===== src/rtl/selen_l1_mem_arb_if.sv =====
// Bus bundle between the L1 I/D caches, the arbiter and the memory port.
// master = arbiter view, slave = caches plus memory view.
interface selen_l1_mem_arb_if #(
  parameter int ADDR_W = 32,
  parameter int DATA_W = 32
);
  localparam int BE_W = DATA_W / 8;

  logic              i_req_val;
  logic              i_req_ack;
  logic [ADDR_W-1:0] i_req_addr;
  logic              i_rsp_val;
  logic [DATA_W-1:0] i_rsp_data;

  logic              d_req_val;
  logic              d_req_ack;
  logic [ADDR_W-1:0] d_req_addr;
  logic              d_req_we;
  logic [BE_W-1:0]   d_req_be;
  logic [DATA_W-1:0] d_req_wdata;
  logic              d_rsp_val;
  logic [DATA_W-1:0] d_rsp_data;

  logic              mem_req_val;
  logic              mem_req_ack;
  logic [ADDR_W-1:0] mem_req_addr;
  logic              mem_req_we;
  logic [BE_W-1:0]   mem_req_be;
  logic [DATA_W-1:0] mem_req_wdata;
  logic              mem_rsp_val;
  logic [DATA_W-1:0] mem_rsp_data;

  logic              busy;
  logic              owner;

  modport master (
    input  i_req_val, i_req_addr,
    output i_req_ack, i_rsp_val, i_rsp_data,
    input  d_req_val, d_req_addr, d_req_we,
    input  d_req_be, d_req_wdata,
    output d_req_ack, d_rsp_val, d_rsp_data,
    output mem_req_val, mem_req_addr, mem_req_we,
    output mem_req_be, mem_req_wdata,
    input  mem_req_ack, mem_rsp_val, mem_rsp_data,
    output busy, owner
  );

  modport slave (
    output i_req_val, i_req_addr,
    input  i_req_ack, i_rsp_val, i_rsp_data,
    output d_req_val, d_req_addr, d_req_we,
    output d_req_be, d_req_wdata,
    input  d_req_ack, d_rsp_val, d_rsp_data,
    input  mem_req_val, mem_req_addr, mem_req_we,
    input  mem_req_be, mem_req_wdata,
    output mem_req_ack, mem_rsp_val, mem_rsp_data,
    input  busy, owner
  );
endinterface


===== src/rtl/selen_l1_mem_arb.sv =====
// Round-robin arbiter sharing one memory port between L1 I and L1 D.
// One transaction in flight; the winning request is held in registers.
module selen_l1_mem_arb #(
  parameter int ADDR_W = 32,
  parameter int DATA_W = 32
) (
  input  logic               clk,
  input  logic               rst_n,
  selen_l1_mem_arb_if.master bus
);

  localparam int   BE_W   = DATA_W / 8;
  localparam logic SIDE_I = 1'b0;
  localparam logic SIDE_D = 1'b1;

  typedef enum logic [1:0] {
    IDLE,
    REQ,
    RSP
  } state_e;

  state_e state_q, state_d;

  logic last_q, last_d;
  logic owner_q, owner_d;

  logic [ADDR_W-1:0] addr_q, addr_d;
  logic              we_q, we_d;
  logic [BE_W-1:0]   be_q, be_d;
  logic [DATA_W-1:0] wdata_q, wdata_d;

  logic any_req;
  logic win;
  logic accept;

  // On a tie the side not granted last wins
  always_comb begin
    any_req = bus.i_req_val | bus.d_req_val;
    win     = (bus.i_req_val & bus.d_req_val)
            ? ~last_q
            : bus.d_req_val;
    accept  = (state_q == IDLE) & any_req;
  end

  always_ff @(posedge clk or negedge rst_n) begin
    if (!rst_n) begin
      state_q <= IDLE;
      last_q  <= SIDE_D;
      owner_q <= SIDE_I;
      addr_q  <= '0;
      we_q    <= 1'b0;
      be_q    <= '0;
      wdata_q <= '0;
    end else begin
      state_q <= state_d;
      last_q  <= last_d;
      owner_q <= owner_d;
      addr_q  <= addr_d;
      we_q    <= we_d;
      be_q    <= be_d;
      wdata_q <= wdata_d;
    end
  end

  always_comb begin
    state_d = state_q;
    unique case (state_q)
      IDLE: begin
        if (any_req) state_d = REQ;
      end
      REQ: begin
        if (bus.mem_req_ack) state_d = RSP;
      end
      RSP: begin
        if (bus.mem_rsp_val) state_d = IDLE;
      end
      default: state_d = IDLE;
    endcase
  end

  // Request capture; I-side refills are full-word reads
  always_comb begin
    last_d  = last_q;
    owner_d = owner_q;
    addr_d  = addr_q;
    we_d    = we_q;
    be_d    = be_q;
    wdata_d = wdata_q;
    if (accept) begin
      last_d  = win;
      owner_d = win;
      unique case (1'b1)
        win: begin
          addr_d  = bus.d_req_addr;
          we_d    = bus.d_req_we;
          be_d    = bus.d_req_be;
          wdata_d = bus.d_req_wdata;
        end
        !win: begin
          addr_d  = bus.i_req_addr;
          we_d    = 1'b0;
          be_d    = '1;
          wdata_d = '0;
        end
        default: ;
      endcase
    end
  end

  always_comb begin
    bus.i_req_ack     = accept & (win == SIDE_I);
    bus.d_req_ack     = accept & (win == SIDE_D);
    bus.mem_req_val   = (state_q == REQ);
    bus.mem_req_addr  = addr_q;
    bus.mem_req_we    = we_q;
    bus.mem_req_be    = be_q;
    bus.mem_req_wdata = wdata_q;
    bus.i_rsp_val     = (state_q == RSP)
                      & bus.mem_rsp_val
                      & (owner_q == SIDE_I);
    bus.d_rsp_val     = (state_q == RSP)
                      & bus.mem_rsp_val
                      & (owner_q == SIDE_D);
    bus.i_rsp_data    = bus.mem_rsp_data;
    bus.d_rsp_data    = bus.mem_rsp_data;
    bus.busy          = (state_q != IDLE);
    bus.owner         = owner_q;
  end

endmodule


===== src/flat_wrapper.sv =====
// flat-port wrapper written by rule: the top's interface ports become plain ports
module selen_l1_mem_arb_flat 
#(
  parameter int ADDR_W = 32,
  parameter int DATA_W = 32
)
  (clk, rst_n, bus_i_req_val, bus_i_req_addr, bus_i_req_ack, bus_i_rsp_val, bus_i_rsp_data, bus_d_req_val, bus_d_req_addr, bus_d_req_we, bus_d_req_be, bus_d_req_wdata, bus_d_req_ack, bus_d_rsp_val, bus_d_rsp_data, bus_mem_req_val, bus_mem_req_addr, bus_mem_req_we, bus_mem_req_be, bus_mem_req_wdata, bus_mem_req_ack, bus_mem_rsp_val, bus_mem_rsp_data, bus_busy, bus_owner);
  selen_l1_mem_arb_if #(.ADDR_W(ADDR_W), .DATA_W(DATA_W)) bus_i ();
  input  logic clk;
  input  logic rst_n;
  input wire logic [$bits(bus_i.i_req_val)-1:0] bus_i_req_val;
  input wire logic [$bits(bus_i.i_req_addr)-1:0] bus_i_req_addr;
  output wire logic [$bits(bus_i.i_req_ack)-1:0] bus_i_req_ack;
  output wire logic [$bits(bus_i.i_rsp_val)-1:0] bus_i_rsp_val;
  output wire logic [$bits(bus_i.i_rsp_data)-1:0] bus_i_rsp_data;
  input wire logic [$bits(bus_i.d_req_val)-1:0] bus_d_req_val;
  input wire logic [$bits(bus_i.d_req_addr)-1:0] bus_d_req_addr;
  input wire logic [$bits(bus_i.d_req_we)-1:0] bus_d_req_we;
  input wire logic [$bits(bus_i.d_req_be)-1:0] bus_d_req_be;
  input wire logic [$bits(bus_i.d_req_wdata)-1:0] bus_d_req_wdata;
  output wire logic [$bits(bus_i.d_req_ack)-1:0] bus_d_req_ack;
  output wire logic [$bits(bus_i.d_rsp_val)-1:0] bus_d_rsp_val;
  output wire logic [$bits(bus_i.d_rsp_data)-1:0] bus_d_rsp_data;
  output wire logic [$bits(bus_i.mem_req_val)-1:0] bus_mem_req_val;
  output wire logic [$bits(bus_i.mem_req_addr)-1:0] bus_mem_req_addr;
  output wire logic [$bits(bus_i.mem_req_we)-1:0] bus_mem_req_we;
  output wire logic [$bits(bus_i.mem_req_be)-1:0] bus_mem_req_be;
  output wire logic [$bits(bus_i.mem_req_wdata)-1:0] bus_mem_req_wdata;
  input wire logic [$bits(bus_i.mem_req_ack)-1:0] bus_mem_req_ack;
  input wire logic [$bits(bus_i.mem_rsp_val)-1:0] bus_mem_rsp_val;
  input wire logic [$bits(bus_i.mem_rsp_data)-1:0] bus_mem_rsp_data;
  output wire logic [$bits(bus_i.busy)-1:0] bus_busy;
  output wire logic [$bits(bus_i.owner)-1:0] bus_owner;
  assign bus_i.i_req_val = bus_i_req_val;
  assign bus_i.i_req_addr = bus_i_req_addr;
  assign bus_i_req_ack = bus_i.i_req_ack;
  assign bus_i_rsp_val = bus_i.i_rsp_val;
  assign bus_i_rsp_data = bus_i.i_rsp_data;
  assign bus_i.d_req_val = bus_d_req_val;
  assign bus_i.d_req_addr = bus_d_req_addr;
  assign bus_i.d_req_we = bus_d_req_we;
  assign bus_i.d_req_be = bus_d_req_be;
  assign bus_i.d_req_wdata = bus_d_req_wdata;
  assign bus_d_req_ack = bus_i.d_req_ack;
  assign bus_d_rsp_val = bus_i.d_rsp_val;
  assign bus_d_rsp_data = bus_i.d_rsp_data;
  assign bus_mem_req_val = bus_i.mem_req_val;
  assign bus_mem_req_addr = bus_i.mem_req_addr;
  assign bus_mem_req_we = bus_i.mem_req_we;
  assign bus_mem_req_be = bus_i.mem_req_be;
  assign bus_mem_req_wdata = bus_i.mem_req_wdata;
  assign bus_i.mem_req_ack = bus_mem_req_ack;
  assign bus_i.mem_rsp_val = bus_mem_rsp_val;
  assign bus_i.mem_rsp_data = bus_mem_rsp_data;
  assign bus_busy = bus_i.busy;
  assign bus_owner = bus_i.owner;
  selen_l1_mem_arb #(.ADDR_W(ADDR_W), .DATA_W(DATA_W)) u_core (.clk(clk), .rst_n(rst_n), .bus(bus_i));
endmodule

===== config.mk =====
export PLATFORM = sky130hd
export DESIGN_NAME = selen_l1_mem_arb_flat
export DESIGN_NICKNAME = d
export VERILOG_FILES = /design/src/rtl/selen_l1_mem_arb_if.sv /design/src/rtl/selen_l1_mem_arb.sv /design/src/flat_wrapper.sv
export SDC_FILE = /design/constraint.sdc
export NUM_CORES = 1
export LEC_CHECK = 0
export BUFFER_PORTS_ARGS = -buffer_cell sky130_fd_sc_hd__buf_2
export CORE_AREA = 2 2 109 111
export CTS_BUF_LIST = sky130_fd_sc_hd__clkbuf_16
export DETAILED_ROUTE_END_ITERATION = 7
export DIE_AREA = 0 0 111 113
export PLACE_DENSITY = 0.66
export SLEW_MARGIN = 0
export SYNTH_ARGS = -nofsm -noshare
export SYNTH_HDL_FRONTEND = slang
export SYNTH_SLANG_ARGS = --single-unit

===== constraint.sdc =====
create_clock -name clk -period 1.6 [get_ports clk]
set_input_delay 0.16 -clock clk [delete_from_list [all_inputs] [get_ports clk]]
set_output_delay 0.16 -clock clk [all_outputs]
set_load 0.005 [all_outputs]

==> results of run 1 <==
per-layer routing:
layer / wire (um) / part of all wire (%) / vias up / track usage (%)
li1: - / - / 1232 / -
met2: 4970 / 51 / 172 / 27.0
met4: 174 / 1.8 / 0 / 6.25
met3: 809 / 8.3 / 15 / 4.45
met1: 3780 / 39 / 1231 / 16.9
met5: 0 / 0 / - / 0
power by group:
| part | switching, uW | leakage [uW] | internal (uW) | total, uW |
|---|---|---|---|---|
| Sequential | 504 | 0.000866 | 2760 | 3260 |
| Combinational | 1670 | 0.00122 | 2060 | 3730 |
| Clock | 739 | 0.000170 | 1520 | 2260 |
| Total | 2920 | 0.00225 | 6340 | 9260 |
cells in the mapped netlist (2+ instances only):
cell type,count,area share [%]
buf_2,5,0.73
nand2_1,2,0.22
a21o_1,2,0.44
o22a_1,4,1.0
a22o_1,33,8.4
or3_1,32,5.8
inv_1,2,0.22
buf_6,4,1.3
nor2_2,2,0.36
buf_4,64,14
nand2b_1,2,0.36
clkbuf_1,10,1.1
o21ai_0,2,0.29
dfrtp_1,72,53
o221a_2,32,11
kinds of logic after synthesis:
logic type,Yosys count,synth area share [%]
compound gates,75,21.1
buf+inv,87,17.7
flops,73,53.3
simple gates,44,7.81
per-stage QoR:
stage / instances / power [uW]
after floorplan: 279 / 5250
after global placement: 530 / 6730
after detailed placement: 530 / 6820
after CTS: 553 / 9380
after global routing: 554 / 9860
final: 554 / 9260
worst max path at each step:
stage	cells after the start	slack (ns)	to	from
after detailed placement	5	0.09	bus_d_req_ack	u_core.state_q[0]$_DFFE_PN0P_
after global placement	5	0.11	bus_d_req_ack	u_core.state_q[0]$_DFFE_PN0P_
after floorplan	6	0.21	u_core.bus.mem_req_wdata[24]$_DFFE_PN0N_	u_core.last_q$_DFFE_PN1N_
final	5	0.07	bus_d_req_ack	u_core.state_q[0]$_DFFE_PN0P_
after CTS	4	-0.002	bus_d_req_ack	u_core.last_q$_DFFE_PN1N_
after global routing	5	0.02	bus_d_req_ack	u_core.state_q[0]$_DFFE_PN0P_
state kept, by name, indices dropped and copies added (netlist names):
| register | count |
|---|---|
| u_core.state_q | 2 |
| u_core.last_q | 1 |
| u_core.bus.mem_req_we | 1 |
| u_core.bus.owner | 1 |
| u_core.bus.mem_req_wdata | 32 |
| u_core.bus.mem_req_be | 4 |
| u_core.bus.mem_req_addr | 32 |
cell type report:
class,instances,area (um2)
clock buffer,9,225
clock inverter,7,118
fill,1110,6730
inverter,4,31.3
multi-input combinational,119,1020
sequential,73,1830
tap,143,179
timing repair buffer,198,1130
timing repair inverter,1,8.76
what timing repair did:
action	4_1_cts	5_1_grt
pin swaps	2	3
endpoints found under the setup margin	2	18
hold endpoints to repair	26	0
hold buffers	1	0
resized for setup	6	2
setup buffers	4	2
cloned	2	0
==> flow_metrics.env, run 1 <==
export IMPL_areaGrowthSynthToFinish_pct=32.4
export IMPL_placed_cell_area_um2=4080
export IMPL_synth_enable_flop_cells=0
export IMPL_worst_slack_ns=0.0737
export IMPL_grt_start_max_net_pins=35
export IMPL_grt_setup_unrepaired="false"
export IMPL_p_per_area_nw_per_um2=2040
export IMPL_endpoint_kind="output pin"
export IMPL_start_kind="register"
export IMPL_ys_seq_area_share_pct=53.3
export IMPL_rows=39
export IMPL_cp_slowest_cell="dfrtp_1"
export IMPL_antenna_found_initial=0
export IMPL_mostFrequentLayoutCells="buf_2, dfrtp_1, a22o_1"
export IMPL_tritoncts="done"
export IMPL_timing_hold_ws_ns=0.0393
export IMPL_crit_required_ns=1.44
export IMPL_cap_viol_max_count=0
export IMPL_core_region_area_um2=11300
export IMPL_portBuffers=182
export IMPL_ys_ff_latch=73
export IMPL_wl_per_cell_um=17.6
export IMPL_worstPathMaxFanout=2
export IMPL_max_stage_delay_ns=0.40
export IMPL_outcome="completed"
export IMPL_hold_path_startpoint="bus_mem_req_ack"
export IMPL_synth_async_reset_ratio_pct=100
export IMPL_dieWidth_um=111
export IMPL_hp_class="in -> reg"
export IMPL_track_usage_pct=15.1
export IMPL_syn_num_nets=418
export IMPL_fin_crit_sh_pct=95.4
export IMPL_pin_count=279
export IMPL_cts_root_buf="clkbuf_16"
export IMPL_pre_cts_slack_ns=0.0938
export IMPL_grt_pass1_wl_um=14600
export IMPL_cts_buffers=9
export IMPL_hold_viol_final=0
export IMPL_wirelength_um=9730
export IMPL_firstDrtPassIters=4
export IMPL_antenna_left=0
export IMPL_drcViolationCount=0
export IMPL_rr_startpoint="u_core.state_q[0]$_DFFE_PN0P_"
export IMPL_drive_above_1_share_pct=62.0
export IMPL_critical_path_top_delay_family="simple AND/OR/NAND/NOR gates"
export IMPL_drtIter0Drc=115
export IMPL_gp_congestion=0.785
export IMPL_arrival_ns=1.37
export IMPL_r2r_slack_ns=0.08
export IMPL_yosysWarnings=0
export IMPL_htreeDepth=3
export IMPL_fin_area_um2=4540
export IMPL_slew_violations=0
export IMPL_final_core_util_pct=40.3
export IMPL_setup_viol=0
export IMPL_setup_tns_ns=0
export IMPL_vias=2650
export IMPL_holdPathStages=2
export IMPL_path_class="reg -> out"
export IMPL_synth_main_ff_cell="dfrtp_1"
export IMPL_die_area_um2=12500
export IMPL_r2r_cells=6
export IMPL_synthesis_area_um2=3430
export IMPL_clkTransAtPathRegs_ns=0.06
export IMPL_fin_skew_ns=0.00554
export IMPL_synthCells=279
export IMPL_clkSinkCount=73
export IMPL_ir_worst_vdd_mv=0.796
export IMPL_fin_crit_ns=1.53
export IMPL_relSlewSlack_pct=66.3
export IMPL_worstMarginPinSlew_ns=0.506
export IMPL_synth_cell_type_count=26
export IMPL_grt_pass1_vias=2686
export IMPL_vias_per_cell=4.78
export IMPL_clk_latency_ns=0.33
export IMPL_hpwl_um=7230
export IMPL_min_to="u_core.state_q[0]$_DFFE_PN0P_"
export IMPL_final_common_cell="buf_2"
export IMPL_syn_area_per_cell_um2=12.3
export IMPL_clock_path_buffers=2
export IMPL_diodes=0
export IMPL_start_util_pct=30.4
export IMPL_crit_buf_inv=3
export IMPL_clock_fmax_mhz=655
export IMPL_reg2reg_to="u_core.bus.mem_req_be[3]$_DFFE_PN0N_"
export IMPL_nets=545
export IMPL_fp_dieH_um=113
export IMPL_crit_chain="nor2_4 > inv_2 > or2_4 > inv_16 > buf_6"
export IMPL_grt_overflow=0
export IMPL_p_leak_uw=0.00225
Note: power is estimated with default switching activity, not from simulation.
==> inputs of run 2 (changes only) <==
--- a/config.mk
+++ b/config.mk
@@ -6,11 +6,11 @@
 export NUM_CORES = 1
 export LEC_CHECK = 0
 export BUFFER_PORTS_ARGS = -buffer_cell sky130_fd_sc_hd__buf_2
-export CORE_AREA = 2 2 109 111
+export CORE_AREA = 2 2 108 110
 export CTS_BUF_LIST = sky130_fd_sc_hd__clkbuf_16
 export DETAILED_ROUTE_END_ITERATION = 7
-export DIE_AREA = 0 0 111 113
-export PLACE_DENSITY = 0.66
+export DIE_AREA = 0 0 110 112
+export PLACE_DENSITY = 0.69
 export SLEW_MARGIN = 0
 export SYNTH_ARGS = -nofsm -noshare
 export SYNTH_HDL_FRONTEND = slang
==> constraint.sdc (replaced) <==
create_clock -name clk -period 1.25 [get_ports clk]
set_input_delay 0.125 -clock clk [delete_from_list [all_inputs] [get_ports clk]]
set_output_delay 0.125 -clock clk [all_outputs]
set_load 0.005 [all_outputs]
==> flow_metrics.env, run 2 (synthesis gave the netlist of run 1 again) <==
export IMPL_gp_congestion=0.742
export IMPL_place_inst=535
export IMPL_worstPathMaxFanout=4
export IMPL_path_class="reg -> out"
export IMPL_p_int_uw=9160
export IMPL_grt_overflow=0
export IMPL_portBuffers=182
export IMPL_core_region_area_um2=11200
export IMPL_htreeDepth=3
export IMPL_drcViolationCount=0
export IMPL_p_comb_share_pct=50.5
export IMPL_p_per_area_nw_per_um2=2630
export IMPL_seq_power_share_pct=31.1
export IMPL_slew_violations=0
export IMPL_antenna_found_initial=0
export IMPL_dieWidth_um=110
export IMPL_outcome="finished with violations"
export IMPL_clk_latency_ns=0.34
export IMPL_p_sw_share_pct=33.3
export IMPL_antenna_left=0
export IMPL_setup_viol=77
export IMPL_clkPwrFrac_pct=18.4
export IMPL_grt_start_max_net_pins=44
export IMPL_placed_cell_area_um2=4130
export IMPL_fin_area_um2=5230
export IMPL_drive_above_1_share_pct=64.8
export IMPL_arrival_ns=1.41
export IMPL_cts_buffers=9
export IMPL_start_kind="register"
export IMPL_use_met1_pct=18.6
export IMPL_die_area_um2=12300
export IMPL_wirelength_um=11600
export IMPL_final_common_cell="buf_2"
export IMPL_clkTransAtPathRegs_ns=0.06
export IMPL_fin_crit_ns=1.53
export IMPL_fin_cells=580
export IMPL_drtIter0Drc=143
export IMPL_diodes=0
export IMPL_firstDrtPassIters=4
export IMPL_vias_per_cell=4.95
export IMPL_hpwl_um=7130
export IMPL_clock_fmax_mhz=653
export IMPL_nets=571
export IMPL_grt_use_met3_pct=5.44
export IMPL_fin_skew_ns=0.00945
export IMPL_cts_root_buf="clkbuf_16"
export IMPL_rows=39
export IMPL_grt_pass1_vias=2879
export IMPL_ir_worst_vdd_mv=1.17
export IMPL_fin_crit_sh_pct=123
export IMPL_grt_pass1_wl_um=15900
export IMPL_fp_dieH_um=112
export IMPL_use_met2_pct=31.9
export IMPL_pin_count=279
export IMPL_track_usage_pct=17.5
export IMPL_top_usage_layer="met2"
export IMPL_hold_viol_final=0
export IMPL_wl_per_cell_um=20.0
export IMPL_clock_path_buffers=2
export IMPL_cap_viol_max_count=0
export IMPL_areaGrowthSynthToFinish_pct=52.6
export IMPL_endpoint_kind="output pin"
export IMPL_clkSinkCount=73
export IMPL_p_sw_uw=4580
export IMPL_tritoncts="done"
export IMPL_start_util_pct=30.7
export IMPL_worstMarginPinSlew_ns=0.342
export IMPL_mostFrequentLayoutCells="buf_2, dfrtp_1, a22o_1"
export IMPL_pre_cts_slack_ns=-0.239
export IMPL_p_leak_uw=0.00254
export IMPL_violations="setup timing"
export IMPL_relSlewSlack_pct=77.1
export IMPL_hp_class="in -> reg"
export IMPL_worst_slack_ns=-0.282
export IMPL_grt_setup_unrepaired="true"
export IMPL_vias=2869
export IMPL_crit_required_ns=1.12
## run 2: cell types whose count changed in the layout (fill, tap and decap cells not counted), moves of 3 or more
cell,change
buf_12,+4
buf_16,+3
buf_6,+8
buf_8,+4
clkbuf_16,+6
o221a_2,-27
o221a_4,+27
## run 2: path summary, 6_finish.rpt
check / slack (ns) / start / depth (start not counted) / endpoint
min in group asynchronous: 0.31 / rst_n / 3 / u_core.bus.mem_req_addr[2]$_DFFE_PN0N_
min reg2reg: 0.49 / u_core.bus.mem_req_wdata[10]$_DFFE_PN0N_ / 1 / u_core.bus.mem_req_wdata[10]$_DFFE_PN0N_
max: -0.28 / u_core.state_q[1]$_DFFE_PN0P_ / 5 / bus_d_req_ack
min: 0.02 / bus_d_req_wdata[24] / 2 / u_core.bus.mem_req_wdata[24]$_DFFE_PN0N_
max in group asynchronous: 0.63 / rst_n / 3 / u_core.last_q$_DFFE_PN1N_
max reg2reg: -0.27 / u_core.last_q$_DFFE_PN1N_ / 6 / u_core.bus.mem_req_wdata[22]$_DFFE_PN0N_
## run 2: area by class of cell
| cell class | count | area [um2] |
|---|---|---|
| inverter | 4 | 31.3 |
| clock inverter | 7 | 62.6 |
| sequential | 73 | 1830 |
| tap | 143 | 179 |
| timing repair buffer | 222 | 1570 |
| clock buffer | 9 | 225 |
| fill | 1012 | 5940 |
| multi-input combinational | 119 | 1300 |
| timing repair inverter | 3 | 38.8 |
## run 2: what timing repair did
item / in CTS / in global routing
gates cloned: 7 / 7
gates resized for setup: 54 / 24
endpoints found under the hold margin: 73 / 1
pin swaps: 15 / 12
buffers inserted: 9 / 8
setup endpoints to repair: 77 / 78
hold buffers: 2 / 1
## run 2: metrics by stage
stage / hold WS [ns] / TNS [ns] / util, % / total power (uW)
after floorplan: -0.171 / -6.02 / - / 6760
after global placement: 0.0985 / -11.02 / 37.0 / 8720
after detailed placement: 0.100 / -13.79 / 37.0 / 8840
after CTS: 0.00113 / -15.36 / 44.1 / 12700
after global routing: 0.0104 / -18.14 / 46.8 / 14600
final: 0.0179 / -14.52 / 46.8 / 13700
## run 2: power by group through the flow
stage / logic [uW] / clock network, uW / registers, uW
floorplan: 2510 / 0 / 4250
global placement: 4520 / 0 / 4190
detailed placement: 4640 / 0 / 4200
CTS: 5940 / 2580 / 4220
global route: 7440 / 2690 / 4430
finish: 6940 / 2530 / 4280
## run 2: worst max-delay path, cell delays in order, from the launching register on
cell	delay [ns]
dfrtp_1	0.42
nor2_4	0.14
inv_2	0.06
or2_4	0.28
inv_16	0.08
buf_6	0.09
## run 2: per-layer routing
layer / vias up / share of wire [%]
li1: 1292 / -
met1: 1388 / 36
met2: 173 / 54
met3: 16 / 8.8
met4: 0 / 1.6
met5: - / 0
==> inputs of run 3 (changes only) <==
--- a/config.mk
+++ b/config.mk
@@ -5,12 +5,14 @@
 export SDC_FILE = /design/constraint.sdc
 export NUM_CORES = 1
 export LEC_CHECK = 0
+export ABC_AREA = 1
 export BUFFER_PORTS_ARGS = -buffer_cell sky130_fd_sc_hd__buf_2
-export CORE_AREA = 2 2 108 110
+export CORE_AREA = 2 2 109 111
 export CTS_BUF_LIST = sky130_fd_sc_hd__clkbuf_16
 export DETAILED_ROUTE_END_ITERATION = 7
-export DIE_AREA = 0 0 110 112
-export PLACE_DENSITY = 0.69
+export DIE_AREA = 0 0 111 113
+export PLACE_DENSITY = 0.74
+export SETUP_SLACK_MARGIN = 0.4
 export SLEW_MARGIN = 0
 export SYNTH_ARGS = -nofsm -noshare
 export SYNTH_HDL_FRONTEND = slang
==> flow_metrics.env, run 3 <==
export IMPL_outcome="finished with violations"
export IMPL_violations="setup timing"
export IMPL_synth_enable_flop_cells=0
export IMPL_yosysMostFrequentCell="nand2_1"
export IMPL_synth_async_reset_ratio_pct=100
export IMPL_arrival_ns=1.69
export IMPL_cp_slowest_cell="dfrtp_1"
export IMPL_synth_area_leaders="dfrtp_1, nand2_1, buf_4"
export IMPL_grt_overflow=0
export IMPL_gp_congestion=0.788
export IMPL_wirelength_um=14100
export IMPL_final_common_cell="buf_2"
export IMPL_antenna_left=0
export IMPL_grt_pass1_vias=3850
export IMPL_synth_area_leader_cell="dfrtp_1"
export IMPL_clock_path_buffers=2
export IMPL_p_per_area_nw_per_um2=2360
export IMPL_yosysWarnings=0
export IMPL_hp_class="in -> reg"
export IMPL_cts_buffers=9
export IMPL_areaGrowthSynthToFinish_pct=64.7
export IMPL_grt_start_max_net_pins=74
export IMPL_path_class="reg -> reg"
export IMPL_syn_area_per_cell_um2=7.61
export IMPL_timing_hold_ws_ns=0.00194
export IMPL_portBuffers=182
export IMPL_worstMarginPinSlew_ns=0.410
export IMPL_grt_pass1_wl_um=19900
export IMPL_rows=39
export IMPL_clkSinkCount=73
export IMPL_crit_chain="inv_2 > nand2_4 > nor2_4 > inv_6 > buf_4 > buf_12 > clkbuf_16 > nand2_1 > nand2_1"
export IMPL_fin_skew_ns=0.00661
export IMPL_p_leak_uw=0.00381
export IMPL_slew_violations=0
export IMPL_htreeDepth=3
export IMPL_crit_required_ns=1.46
export IMPL_synth_main_ff_cell="dfrtp_1"
export IMPL_cts_root_buf="clkbuf_16"
export IMPL_vias=4042
export IMPL_antenna_found_initial=2
export IMPL_synth_top_area_share_pct=45.6
export IMPL_fin_crit_sh_pct=118
export IMPL_die_area_um2=12500
export IMPL_firstDrtPassIters=4
export IMPL_core_region_area_um2=11300
export IMPL_pin_count=279
export IMPL_pre_cts_slack_ns=0.0262
export IMPL_clock_fmax_mhz=676
export IMPL_drive_above_1_share_pct=51.3
export IMPL_fin_crit_ns=1.48
export IMPL_worstPathMaxFanout=6
export IMPL_vias_per_cell=4.56
export IMPL_fp_dieH_um=113
export IMPL_hpwl_um=7640
export IMPL_ir_worst_vdd_mv=1.12
export IMPL_synthTopCellsByCount="nand2_1, buf_4, dfrtp_1"
export IMPL_start_util_pct=35.1
export IMPL_drtIter0Drc=185
export IMPL_track_usage_pct=20.3
export IMPL_hold_viol_final=0
export IMPL_clkTransAtPathRegs_ns=0.06
export IMPL_worst_slack_ns=-0.229
export IMPL_worst_path_most_repeated_cell="nand2_1"
export IMPL_relSlewSlack_pct=72.6
export IMPL_syn_num_nets=659
export IMPL_power_total_uw=15400
export IMPL_dieWidth_um=111
export IMPL_cap_viol_max_count=0
export IMPL_clk_latency_ns=0.32
export IMPL_mostFrequentLayoutCells="buf_2, nand2_1, dfrtp_1"
export IMPL_setup_viol=77
export IMPL_wl_per_cell_um=15.9
export IMPL_start_kind="register"
export IMPL_endpoint_kind="register"
export IMPL_drcViolationCount=0
export IMPL_nets=877
export IMPL_synthCells=520
export IMPL_grt_setup_unrepaired="true"
export IMPL_synth_cell_type_count=17
export IMPL_tritoncts="done"
export IMPL_synthesis_area_um2=3960
export IMPL_ys_seq_area_share_pct=46.2
export IMPL_ys_ff_latch=73
export IMPL_max_stage_delay_ns=0.41
run 3: layout make-up:
cell class | count | area, um2
Fill cell | 977 | 4760
Clock inverter | 7 | 31.3
Timing Repair Buffer | 296 | 2430
Antenna cell | 1 | 2.50
Tap cell | 143 | 179
Clock buffer | 9 | 225
Inverter | 70 | 270
Multi-Input combinational cell | 288 | 1550
Sequential cell | 73 | 1830
run 3: critical path, delay by kind of cell (launching register included):
kind	cells	cell delay, ns
buffers and inverters	5	0.59
and+or+nand+nor	4	0.36
DFF	1	0.41
run 3: where the power goes:
| part | internal (uW) | total [uW] | switching (uW) |
|---|---|---|---|
| Clock | 1300 | 2260 | 958 |
| Combinational | 5090 | 9030 | 3940 |
| Sequential | 3440 | 4060 | 615 |
run 3: kinds of logic (layout without fill, tap and decap cells):
kind of cell / Yosys count / after routing / share of synthesized area, %
buf+inv: 159 / 382 / 23.4
flops: 73 / 73 / 46.2
compound gates: 7 / 7 / 1.01
simple gates: 281 / 281 / 29.4
other cells: 0 / 1 / 0
run 3: stage by stage:
step	instances	cell area (um2)	util [%]	setup TNS, ns
2_1_floorplan	520	4030	-	0
3_3_place_gp	769	4620	41.0	0
3_5_place_dp	769	4620	41.0	0
4_1_cts	847	5750	51.0	-10.81
5_1_grt	887	6510	57.8	-16.69
6_report	887	6510	57.8	-12.47
run 3: repair_timing:
action | CTS | global route
endpoints found under the setup margin | 148 | 149
resized for setup | 35 | 96
buffers inserted | 34 | 33
pin swaps | 8 | 34
hold endpoints to repair | 87 | 0
hold buffers | 16 | 0
cloned | 12 | 6
run 3: path summary, 6_finish.rpt:
kind,start,slack [ns],end,cells past startpoint
worst max-delay path,u_core.state_q[0]$_DFFE_PN0P_,-0.23,u_core.bus.mem_req_addr[29]$_DFFE_PN0N_,9
worst min-delay path,bus_d_req_be[2],0.002,u_core.bus.mem_req_be[2]$_DFFE_PN0N_,3
min in group asynchronous,rst_n,0.35,u_core.bus.mem_req_addr[25]$_DFFE_PN0N_,3
worst max register to register,u_core.state_q[0]$_DFFE_PN0P_,-0.23,u_core.bus.mem_req_addr[29]$_DFFE_PN0N_,9
worst min register to register,u_core.bus.mem_req_wdata[23]$_DFFE_PN0N_,0.46,u_core.bus.mem_req_wdata[23]$_DFFE_PN0N_,2
max in group asynchronous,rst_n,0.56,u_core.bus.mem_req_wdata[16]$_DFFE_PN0N_,3
run 3: metal layers:
layer  track usage [%]  up-vias  part of all wire, %
met2              37.5      189                   55
met5                 0        -                    0
met1              22.7     1888                   37
met3              4.28       25                  5.8
li1                  -     1940                    -
met4              8.25        0                  2.0
